<file path="config.mk">
export PLATFORM = sky130hd
export DESIGN_NAME = hermes_ni_tx
export DESIGN_NICKNAME = d
export VERILOG_FILES = /design/src/rtl/hermes_ni_tx.sv
export SDC_FILE = /design/constraint.sdc
export NUM_CORES = 1
export LEC_CHECK = 0
export CAP_MARGIN = 20
export CORE_MARGIN = 8
export CORE_UTILIZATION = 40
export CTS_CLUSTER_SIZE = 14
export DETAILED_ROUTE_END_ITERATION = 10
export PLACE_DENSITY = 0.72
export SYNTH_ARGS = -nofsm -noshare
export SYNTH_HDL_FRONTEND = slang
export SYNTH_SLANG_ARGS = --single-unit
</file>
<file path="constraint.sdc">
create_clock -name clk_i -period 5.5 [get_ports clk_i]
set_input_delay 1.1 -clock clk_i [delete_from_list [all_inputs] [get_ports clk_i]]
set_output_delay 1.1 -clock clk_i [all_outputs]
set_load 0.05 [all_outputs]
</file>
<file path="src/rtl/hermes_ni_tx.sv">
// Hermes NI transmit stage: serialises header, size and payload flits onto the router local port.
// Define HERMES_NI_TX_CHECKSUM_EN to append an XOR checksum trailer flit to every packet.
module hermes_ni_tx #(
  parameter int unsigned FLIT_SIZE = 32,
  parameter logic [15:0] MAX_LEN   = 16'hFFFF
) (
  input  logic                 clk_i,
  input  logic                 rst_ni,
  input  logic                 req_valid_i,
  output logic                 req_ready_o,
  input  logic [15:0]          req_target_i,
  input  logic [15:0]          req_len_i,
  input  logic                 pld_valid_i,
  output logic                 pld_ready_o,
  input  logic [FLIT_SIZE-1:0] pld_data_i,
  output logic                 tx_o,
  input  logic                 credit_i,
  output logic [FLIT_SIZE-1:0] data_o,
  output logic                 busy_o,
  output logic                 pkt_sent_o
);

`ifdef HERMES_NI_TX_CHECKSUM_EN
  typedef enum logic [2:0] {IDLE, HEADER, SIZE, PAYLOAD, TRAILER} state_t;
`else
  typedef enum logic [2:0] {IDLE, HEADER, SIZE, PAYLOAD} state_t;
`endif

  state_t         state_reg, state_next;
  logic [15:0]    target_reg, target_next;
  logic [15:0]    len_reg, len_next;
  logic [15:0]    cnt_reg, cnt_next;
  logic           pkt_sent_reg, pkt_sent_next;
  logic [15:0]    len_clamped;
  logic [FLIT_SIZE-1:0] header_flit;
  logic [FLIT_SIZE-1:0] size_flit;

`ifdef HERMES_NI_TX_CHECKSUM_EN
  logic [FLIT_SIZE-1:0] cs_reg, cs_next;
`endif

  // ">=" rather than ">" keeps the compare meaningful when MAX_LEN is all ones
  assign len_clamped = (req_len_i >= MAX_LEN) ? MAX_LEN : req_len_i;
  assign header_flit = {{(FLIT_SIZE-16){1'b0}}, target_reg};

`ifdef HERMES_NI_TX_CHECKSUM_EN
  assign size_flit = {{(FLIT_SIZE-16){1'b0}}, len_reg} + {{(FLIT_SIZE-1){1'b0}}, 1'b1};
`else
  assign size_flit = {{(FLIT_SIZE-16){1'b0}}, len_reg};
`endif

  assign pkt_sent_o = pkt_sent_reg & rst_ni;

  always_ff @(posedge clk_i) begin
    if (!rst_ni) begin
      state_reg    <= IDLE;
      target_reg   <= '0;
      len_reg      <= '0;
      cnt_reg      <= '0;
      pkt_sent_reg <= 1'b0;
`ifdef HERMES_NI_TX_CHECKSUM_EN
      cs_reg       <= '0;
`endif
    end else begin
      state_reg    <= state_next;
      target_reg   <= target_next;
      len_reg      <= len_next;
      cnt_reg      <= cnt_next;
      pkt_sent_reg <= pkt_sent_next;
`ifdef HERMES_NI_TX_CHECKSUM_EN
      cs_reg       <= cs_next;
`endif
    end
  end

  always_comb begin
    state_next    = state_reg;
    target_next   = target_reg;
    len_next      = len_reg;
    cnt_next      = cnt_reg;
    pkt_sent_next = 1'b0;
    req_ready_o   = 1'b0;
    pld_ready_o   = 1'b0;
    tx_o          = 1'b0;
    data_o        = '0;
    busy_o        = 1'b1;
`ifdef HERMES_NI_TX_CHECKSUM_EN
    cs_next       = cs_reg;
`endif

    case (state_reg)
      IDLE: begin
        busy_o      = 1'b0;
        req_ready_o = 1'b1;
        if (req_valid_i) begin
          target_next = req_target_i;
          len_next    = len_clamped;
          cnt_next    = len_clamped;
          state_next  = HEADER;
`ifdef HERMES_NI_TX_CHECKSUM_EN
          cs_next     = '0;
`endif
        end
      end

      HEADER: begin
        tx_o   = 1'b1;
        data_o = header_flit;
        if (credit_i) begin
          state_next = SIZE;
`ifdef HERMES_NI_TX_CHECKSUM_EN
          cs_next    = cs_reg ^ header_flit;
`endif
        end
      end

      SIZE: begin
        tx_o   = 1'b1;
        data_o = size_flit;
        if (credit_i) begin
`ifdef HERMES_NI_TX_CHECKSUM_EN
          cs_next = cs_reg ^ size_flit;
`endif
          if (len_reg != 16'd0) begin
            state_next = PAYLOAD;
          end else begin
`ifdef HERMES_NI_TX_CHECKSUM_EN
            state_next    = TRAILER;
`else
            state_next    = IDLE;
            pkt_sent_next = 1'b1;
`endif
          end
        end
      end

      PAYLOAD: begin
        // Stalls are driven by the source here; tx_o simply follows pld_valid_i
        tx_o        = pld_valid_i;
        data_o      = pld_valid_i ? pld_data_i : '0;
        pld_ready_o = credit_i;
        if (pld_valid_i && credit_i) begin
          cnt_next = cnt_reg - 16'd1;
`ifdef HERMES_NI_TX_CHECKSUM_EN
          cs_next  = cs_reg ^ pld_data_i;
`endif
          if (cnt_reg == 16'd1) begin
`ifdef HERMES_NI_TX_CHECKSUM_EN
            state_next    = TRAILER;
`else
            state_next    = IDLE;
            pkt_sent_next = 1'b1;
`endif
          end
        end
      end

`ifdef HERMES_NI_TX_CHECKSUM_EN
      TRAILER: begin
        tx_o   = 1'b1;
        data_o = cs_reg;
        if (credit_i) begin
          state_next    = IDLE;
          pkt_sent_next = 1'b1;
        end
      end
`endif

      default: begin
        state_next = IDLE;
      end
    endcase

    // Outputs stay quiet for the whole time reset is held
    if (!rst_ni) begin
      req_ready_o = 1'b0;
      pld_ready_o = 1'b0;
      tx_o        = 1'b0;
      data_o      = '0;
      busy_o      = 1'b0;
    end
  end

endmodule

</file>
# --- Word level (Yosys, flattened, before mapping) ---
# Cells that the tools add are included.
word_totals:
  ff_bits: 52
  output_inout_bits: 37
classes:
  n_addsub: 1
  order_cmp: 1
  n_eq_ne: 9
  muxes: 27
  n_bitwise: 1
  n_reduce_logical: 8
op_table:
  columns: ["op", "n"]
  rows:
  - ["$pmux W32 S3", 1]
  - ["$mux W32", 2]
  - ["$mux W16", 3]
  - ["$pmux W16 S2", 1]
  - ["$eq A16 B1 Y1 const B", 1]
  - ["$ge A16 B16 Y1 const B", 1]
  - ["$reduce_bool A16 Y1", 1]
  - ["$sub A16 B1 Y16 const B", 1]
  - ["$mux W3", 5]
  - ["$pmux W3 S4", 1]
  - ["$mux W1", 11]
  - ["$ne A2 B2 Y1 const B", 5]
  - ["$eq A3 B2 Y1 const B", 2]
  - ["$reduce_and A5 Y1", 1]
  - ["$pmux W1 S2", 2]
  - ["$eq A3 B1 Y1 const B", 1]
  - ["$logic_not A3 Y1", 1]
  - ["$reduce_and A3 Y1", 1]
  - ["$mux W2", 1]
  - ["$reduce_and A2 Y1", 1]
  - ["$reduce_bool A2 Y1", 1]
  - ["$reduce_or A2 Y1", 1]
  - ["$and A1 B1 Y1", 1]
  - ["$logic_and A1 B1 Y1", 1]

# --- Longest topological paths before layout ---
# Gate-level depths: netlist (run 1).
depth:
  depth_word: 4
  depth_mapped: 8

# --- Worst setup path before layout (run 1) ---
# Ideal clock, no wire load.
synth_timing:
  path_type: "input to output"
  from: "in rst_ni"
  to: "out data_o[22]"
  t_arrival_ps: 2598
  required_ps: 4400
  setup_slack_ps: 1802
  cell_stages: 5
  n_path_buf: 2
  path_cell_list: "nand2b_1 clkbuf_1 inv_1 clkbuf_1 and3_1"
synth_via:
  elab_chain_len: 1
synth_rtl:
  columns: ["item", "line", "rtl"]
  rows:
  - ["start: declaration", "8", "input logic rst_ni,"]
  - ["$mux W32", "175", "if (!rst_ni) begin"]
  - ["end: declaration", "18", "output logic [FLIT_SIZE-1:0] data_o,"]
# No other way between the ends.

# --- Final worst setup path (run 1) ---
layout_timing:
  from: "in rst_ni"
  to: "out data_o[29]"
# Same word-level chain as after synthesis.

==> impl_metrics.tcl, run 1 <==
set metrics [dict create \
    synthesis.area_per_instance_um2 7.35 \
    ys_seq_area_share_pct 36.4 \
    timing.critical_path.from_type "input pin" \
    tritoncts "yes" \
    timing.critical_path.buf_inv 4 \
    post_cts_resize_count 0 \
    layout_common_cells "clkdlybuf4s50_1, nand2_1, a21oi_1" \
    cts_setup_buffers 0 \
    period_minus_slack_ns 4.70 \
    synth.lib_cells_used.distinct 51 \
    required_ns 4.40 \
    total_leakage_power_uw 0.00150 \
    syn_area_um2 2800 \
    holdCritPathClass "flip-flop to flip-flop" \
    design.die.area_um2 9940 \
    initial_core_util_pct 41.2 \
    floorplan.rows 30 \
    dominantRegCellSynth "dfxtp_1" \
    drive_above_1_share_pct 4.47 \
    crit_fanout 18 \
    die_x_um 99.7 \
    status "finished, final reports clean" \
    finalSetupViolCount 0 \
    ant_nets 0 \
    grt_first_pass_wirelength_um 15300 \
    dr_wl_cell_um 16.9 \
    mappedNetlistNets 456 \
    worst_skew_pair.late_latency_ns 0.31 \
    post_cts_hold_buffer_count 0 \
    maxcap_viol_count 0 \
    path_common_cell "clkdlybuf4s50_1" \
    ir_drop_mv 0.235 \
    worst_path_largest_cell_delay_ns 0.82 \
    timing.critical_path.slowest_stage_cell "clkdlybuf4s50_1" \
    hpwl_um 7160 \
    via_count 3090 \
    ctsLongestPathBuffers 2 \
    largest_net_degree_at_the_start_of_global_routing 33 \
    holdWs_ns 0.463 \
    synth_async_sr_flop_share_pct 0 \
    yosysWarnings 0 \
    antenna_cells 0 \
    critical-path-top-delay-family "buffers and inverters" \
    capturing_element_type_of_the_critical_path "output port" \
    synth-edff-count 0 \
    gp_congestion 0.875 \
    number_of_antenna_violations_at_the_first_check_in_global_routing 0 \
    grt-ovfl-total 0 \
    grt_use_total_pct 18.9 \
    placeableCoreArea_um2 6790 \
    syn-instance-count 381 \
    fmax_ghz 0.213 \
    detail_route.vias_per_cell 5.46 \
    grt_pass1_vias 3079 \
    tightest_slew_ns 1.02 \
    critical_path_arrival_ns 3.60 \
    drt-initial-drc-count 218 \
    htree_levels 2 \
    maxSlewHeadroom_pct 31.5 \
    cp_cell_sequence "clkdlybuf4s50_1 > buf_4 > nand2b_1 > inv_1 > and3_1 > clkdlybuf4s50_1" \
    report.final.slew_viol_count 0 \
    hold_viol_final 0 \
    synth_seq_cells 51 \
    clock_root_cell "clkbuf_8" \
    die_ht_um 99.7 \
    port_buffers 105 \
    detail_route.first_pass.iterations 5 \
    clock_slew_at_the_register_clock_pins_of_the_worst_setup_and_hold_paths_ns 0.09 \
    numClockSinks 51 \
    area_growth_syn_to_layout_pct 44.0 \
    finish.net_count 544 \
    wl_um 9540 \
    io_pins 106 \
    power.density_nw_per_um2 411 \
    setup_total_negative_slack_ns 0 \
    drcViolationCount 0 \
    worst_clock_skew_ns 0.00669 \
    rsz0062_at_grt "false" \
    post_route_fraction_of_the_period_consumed_by_the_critical_path_pct 85.5 \
    final_common_cell "clkdlybuf4s50_1" \
    criticalPathCategory "input pin to output port" \
    cts_inserted_buffers 5 \
]
worst reg2reg max path, stage by stage (launching register included):
cell and delay (ns):
dfxtp_1 0.36, inv_1 0.10, ha_1 0.27, or4b_4 0.51, nor3_2 0.19, nand2_1 0.12
or3_1 0.37, a31oi_1 0.12
logic make-up after synthesis:
logic type | count (synthesis) | share of synthesized area [%]
buffers and inverters | 39 | 6.07
multiplexers | 1 | 0.357
AND/OR/NAND/NOR | 173 | 29.1
adder cells (fa/ha/maj) | 6 | 2.68
flip-flops | 51 | 36.4
AO/OA/AOI/OAI | 111 | 25.4
cell usage after synthesis (all sizes together), types with 2 or more instances:
cell type	number	area share, %
dfxtp	51	36
nor2	37	5.0
or3	3	0.85
and4	3	0.94
nor4	8	1.8
a31oi	5	1.1
a222oi	16	5.7
nand3	4	0.71
nand2b	2	0.45
and3	18	4.1
a21o	2	0.58
o21ai	18	3.2
nor3	5	1.1
buf	5	1.2
o21a	2	0.54
o311ai	2	0.63
ha	6	2.7
a21oi	52	9.3
a211oi	2	0.54
nand4	3	0.67
o32ai	2	0.63
a41oi	2	0.63
and2	6	1.3
nand2	78	10
clkbuf	25	3.7
inv	8	1.1
report_power, final:
group,internal [µW],switching [µW]
clock network,182,128
registers,469,89.0
logic,304,485
total,955,702
per-layer routing:
metal	vias up	global-route usage (%)	part of all wire, %
met4	0	5.59	1.3
li1	1545	-	-
met3	12	4.54	6.1
met5	-	0	0
met1	1431	23.0	43
met2	102	32.1	49
layout make-up:
type	count	area, µm²
Fill cell	655	2760
Multi-Input combinational cell	291	1610
Timing Repair Buffer	111	1120
Sequential cell	51	1020
Tap cell	96	120
Clock buffer	6	72.6
Clock inverter	2	60.1
Inverter	9	33.8
through the flow:
step           setup slack (ns)  util, %  total power (µW)  cells  area, µm²
5_1_grt                   0.581     59.4              1770    566       4030
4_1_cts                   0.784     59.0              1640    565       4010
2_1_floorplan              1.80        -              1110    381       2800
6_report                  0.795     59.4              1660    566       4030
3_5_place_dp              0.793     57.0              1330    557       3870
3_3_place_gp              0.817     57.0              1310    557       3870
final timing paths:
path,depth (start not counted),end,from,slack [ns]
max,6,data_o[29],rst_ni,0.80
min,2,target_reg[7]$_SDFFE_PN0P_,target_reg[7]$_SDFFE_PN0P_,0.46
max reg2reg,7,cnt_reg[14]$_SDFFE_PN0P_,cnt_reg[0]$_SDFFE_PN0P_,3.37
min reg2reg,2,target_reg[7]$_SDFFE_PN0P_,target_reg[7]$_SDFFE_PN0P_,0.46
Power figures use the tool's default switching activity.
==> inputs of run 2 (changes only) <==
--- a/config.mk
+++ b/config.mk
@@ -10,6 +10,7 @@
 export CORE_UTILIZATION = 40
 export CTS_CLUSTER_SIZE = 14
 export DETAILED_ROUTE_END_ITERATION = 10
+export GPL_TIMING_DRIVEN = 0
 export PLACE_DENSITY = 0.72
 export SYNTH_ARGS = -nofsm -noshare
 export SYNTH_HDL_FRONTEND = slang
==> run 2 against run 1 <==
  * Clock skew down 0.00076 ns
  * Routed wire length is 8.2% higher
  * Critical path type unchanged
  * Setup slack got worse by 0.0051 ns
  * Highest routed layer unchanged
  * Clock-buffer cell count unchanged
  * Die area stayed put
  * Utilization rose by 0.55 points
  * Power is 2.0% lower
  * Critical endpoint is now data_o[30]
  * Sequential cell count stayed put
  * Final cell count increased by 4.2%
  * Register-to-register slack worse by 0.13 ns
  * Via count up 7.9%
  * Non-clock buffer count increased by 24
==> impl_metrics.tcl, run 2 (synthesis gave the netlist of run 1 again) <==
set metrics [dict create \
    holdCritPathClass "flip-flop to flip-flop" \
    drive_above_1_share_pct 4.25 \
    rr_worst_depth 7 \
    detail_route.vias_per_cell 5.65 \
    placeableCoreArea_um2 6790 \
    clock_slew_at_the_register_clock_pins_of_the_worst_setup_and_hold_paths_ns 0.10 \
    post_route_fraction_of_the_period_consumed_by_the_critical_path_pct 85.6 \
    clock_root_cell "clkbuf_8" \
    drt-initial-drc-count 317 \
    layout_common_cells "clkdlybuf4s50_1, nand2_1, a21oi_1" \
    htree_levels 2 \
    setup_slack_ns 0.790 \
    ir_drop_mv 0.263 \
    p_int_uw 881 \
    cts_setup_buffers 0 \
    gp_congestion 0.881 \
    post-place-ws_ns 0.783 \
    ctsLongestPathBuffers 2 \
    regToRegEndpoint "cnt_reg[13]$_SDFFE_PN0P_" \
    io_pins 106 \
    maxcap_viol_count 0 \
    footprint_of_the_multi_input_gates_um2 1610 \
    port_buffers 105 \
    initial_core_util_pct 41.2 \
    die_x_um 99.7 \
    largest_net_degree_at_the_start_of_global_routing 17 \
    drcViolationCount 0 \
    clock_power_share_pct 14.6 \
    holdWs_ns 0.464 \
    post_cts_hold_buffer_count 0 \
    final_common_cell "clkdlybuf4s50_1" \
    numClockSinks 51 \
    antenna_cells 0 \
    grt_first_pass_wirelength_um 16700 \
    detail_route.first_pass.iterations 6 \
    rr_startpoint "state_reg[0]$_SDFFE_PN0P_" \
    wl_um 10300 \
    hpwl_um 8010 \
    rsz0062_at_grt "false" \
    timing.critical_path.from_type "input pin" \
    via_count 3334 \
    fillerInstances 671 \
    design.die.area_um2 9940 \
    proportion_of_power_drawn_by_flip_flops_and_latches_pct 34.7 \
    dr_wl_cell_um 17.5 \
    finish.net_count 568 \
    report.final.slew_viol_count 0 \
    tightest_slew_ns 0.749 \
    power_switching_uw 742 \
    post_cts_resize_count 0 \
    floorplan.rows 30 \
    power_uw 1620 \
    ant_nets 0 \
    maxSlewHeadroom_pct 49.7 \
    pwr-share-comb_pct 50.8 \
    switching_share_pct 45.7 \
    capturing_element_type_of_the_critical_path "output port" \
    number_of_antenna_violations_at_the_first_check_in_global_routing 0 \
    grt_use_total_pct 20.8 \
    period_minus_slack_ns 4.71 \
    area_growth_syn_to_layout_pct 45.3 \
    hold_viol_final 0 \
    power.density_nw_per_um2 399 \
    critical_path_arrival_ns 3.61 \
    cts_inserted_buffers 5 \
    setup_total_negative_slack_ns 0 \
    criticalPathCategory "input pin to output port" \
    required_ns 4.40 \
    worst_skew_pair.late_latency_ns 0.32 \
    tritoncts "yes" \
    die_ht_um 99.7 \
    status "finished, final reports clean" \
    worst_setup_path_startpoint "rst_ni" \
    grt_pass1_vias 3378 \
    setup_crit_end "data_o[30]" \
    seqCellArea_um2 1020 \
    worst_clock_skew_ns 0.00592 \
    finish.utilization_pct 59.9 \
    hold-path-cell-count 2 \
    finalSetupViolCount 0 \
    grt-ovfl-total 0 \
    total_leakage_power_uw 0.00150 \
    crit_fanout 10 \
    setup.reg_to_reg.worst_slack_ns 3.24 \
    fmax_ghz 0.212 \
]
-- run 2: cell count changes in the layout (fill, tap and decap cells not counted), moves of 2 or more --
cell / before / now
clkbuf_8: 5 / 7
buf_2: 0 / 2
clkbuf_1: 1 / 24
buf_4: 5 / 1
bufinv_16: 2 / 0
-- run 2: how the worst min path moves through the flow --
stage                                      startpoint  slack, ns                     endpoint
after floorplan            target_reg[0]$_SDFFE_PN0P_       0.44   target_reg[0]$_SDFFE_PN0P_
after global placement     target_reg[6]$_SDFFE_PN0P_       0.44   target_reg[6]$_SDFFE_PN0P_
after detailed placement   target_reg[6]$_SDFFE_PN0P_       0.45   target_reg[6]$_SDFFE_PN0P_
after CTS                  target_reg[6]$_SDFFE_PN0P_       0.46   target_reg[6]$_SDFFE_PN0P_
after global routing      target_reg[14]$_SDFFE_PN0P_       0.48  target_reg[14]$_SDFFE_PN0P_
final                      target_reg[4]$_SDFFE_PN0P_       0.46   target_reg[4]$_SDFFE_PN0P_
-- run 2: area by class of cell --
type                       count  area share [%]
inverter                       9           0.830
buffer                        30            3.35
clock inverter                 2           0.400
timing repair buffer         105            25.8
multi-input combinational    291            39.6
tap                           96            2.95
clock buffer                   6            2.03
sequential                    51            25.1
-- run 2: per-stage QoR --
stage | instances | cell area [µm²]
floorplan | 381 | 2800
global placement | 582 | 3970
detailed placement | 582 | 3970
CTS | 590 | 4070
global route | 590 | 4070
finish | 590 | 4070
-- run 2: power by group through the flow --
stage	combinational (µW)	clock, µW	sequential (µW)
global placement	791	0	562
finish	824	237	563
floorplan	572	0	540
CTS	811	238	558
detailed placement	807	0	566
global route	913	255	574
-- run 2: layer usage --
layer	vias up	part of all wire (%)	global-route usage, %
met3	15	8.6	5.31
met4	0	1.5	6.17
met1	1584	43	25.1
met2	142	47	35.3
li1	1593	-	-
met5	-	0	0
-- run 2: worst max-delay path, stage by stage --
cell and delay, ns:
clkdlybuf4s50_1 0.64, nand2b_1 0.09, clkbuf_1 0.22, inv_1 0.21, clkbuf_1 0.31, and3_1 0.23
clkdlybuf4s50_1 0.81
==> inputs of run 3 (changes only) <==
==> constraint.sdc (replaced) <==
create_clock -name clk_i -period 5.1 [get_ports clk_i]
set_input_delay 1.02 -clock clk_i [delete_from_list [all_inputs] [get_ports clk_i]]
set_output_delay 1.02 -clock clk_i [all_outputs]
set_load 0.05 [all_outputs]
==> results of run 3 <==
Same layout as run 2 (identical final DEF). Status: finished, final reports clean.
Among the figures that moved: setup slack after placement 0.783 ns -> 0.543 ns; setup slack after layout 0.790 ns -> 0.550 ns; register-to-register setup slack 3.24 ns -> 2.84 ns; total power 1620 µW -> 1750 µW; worst IR drop on VDD 0.263 mV -> 0.284 mV
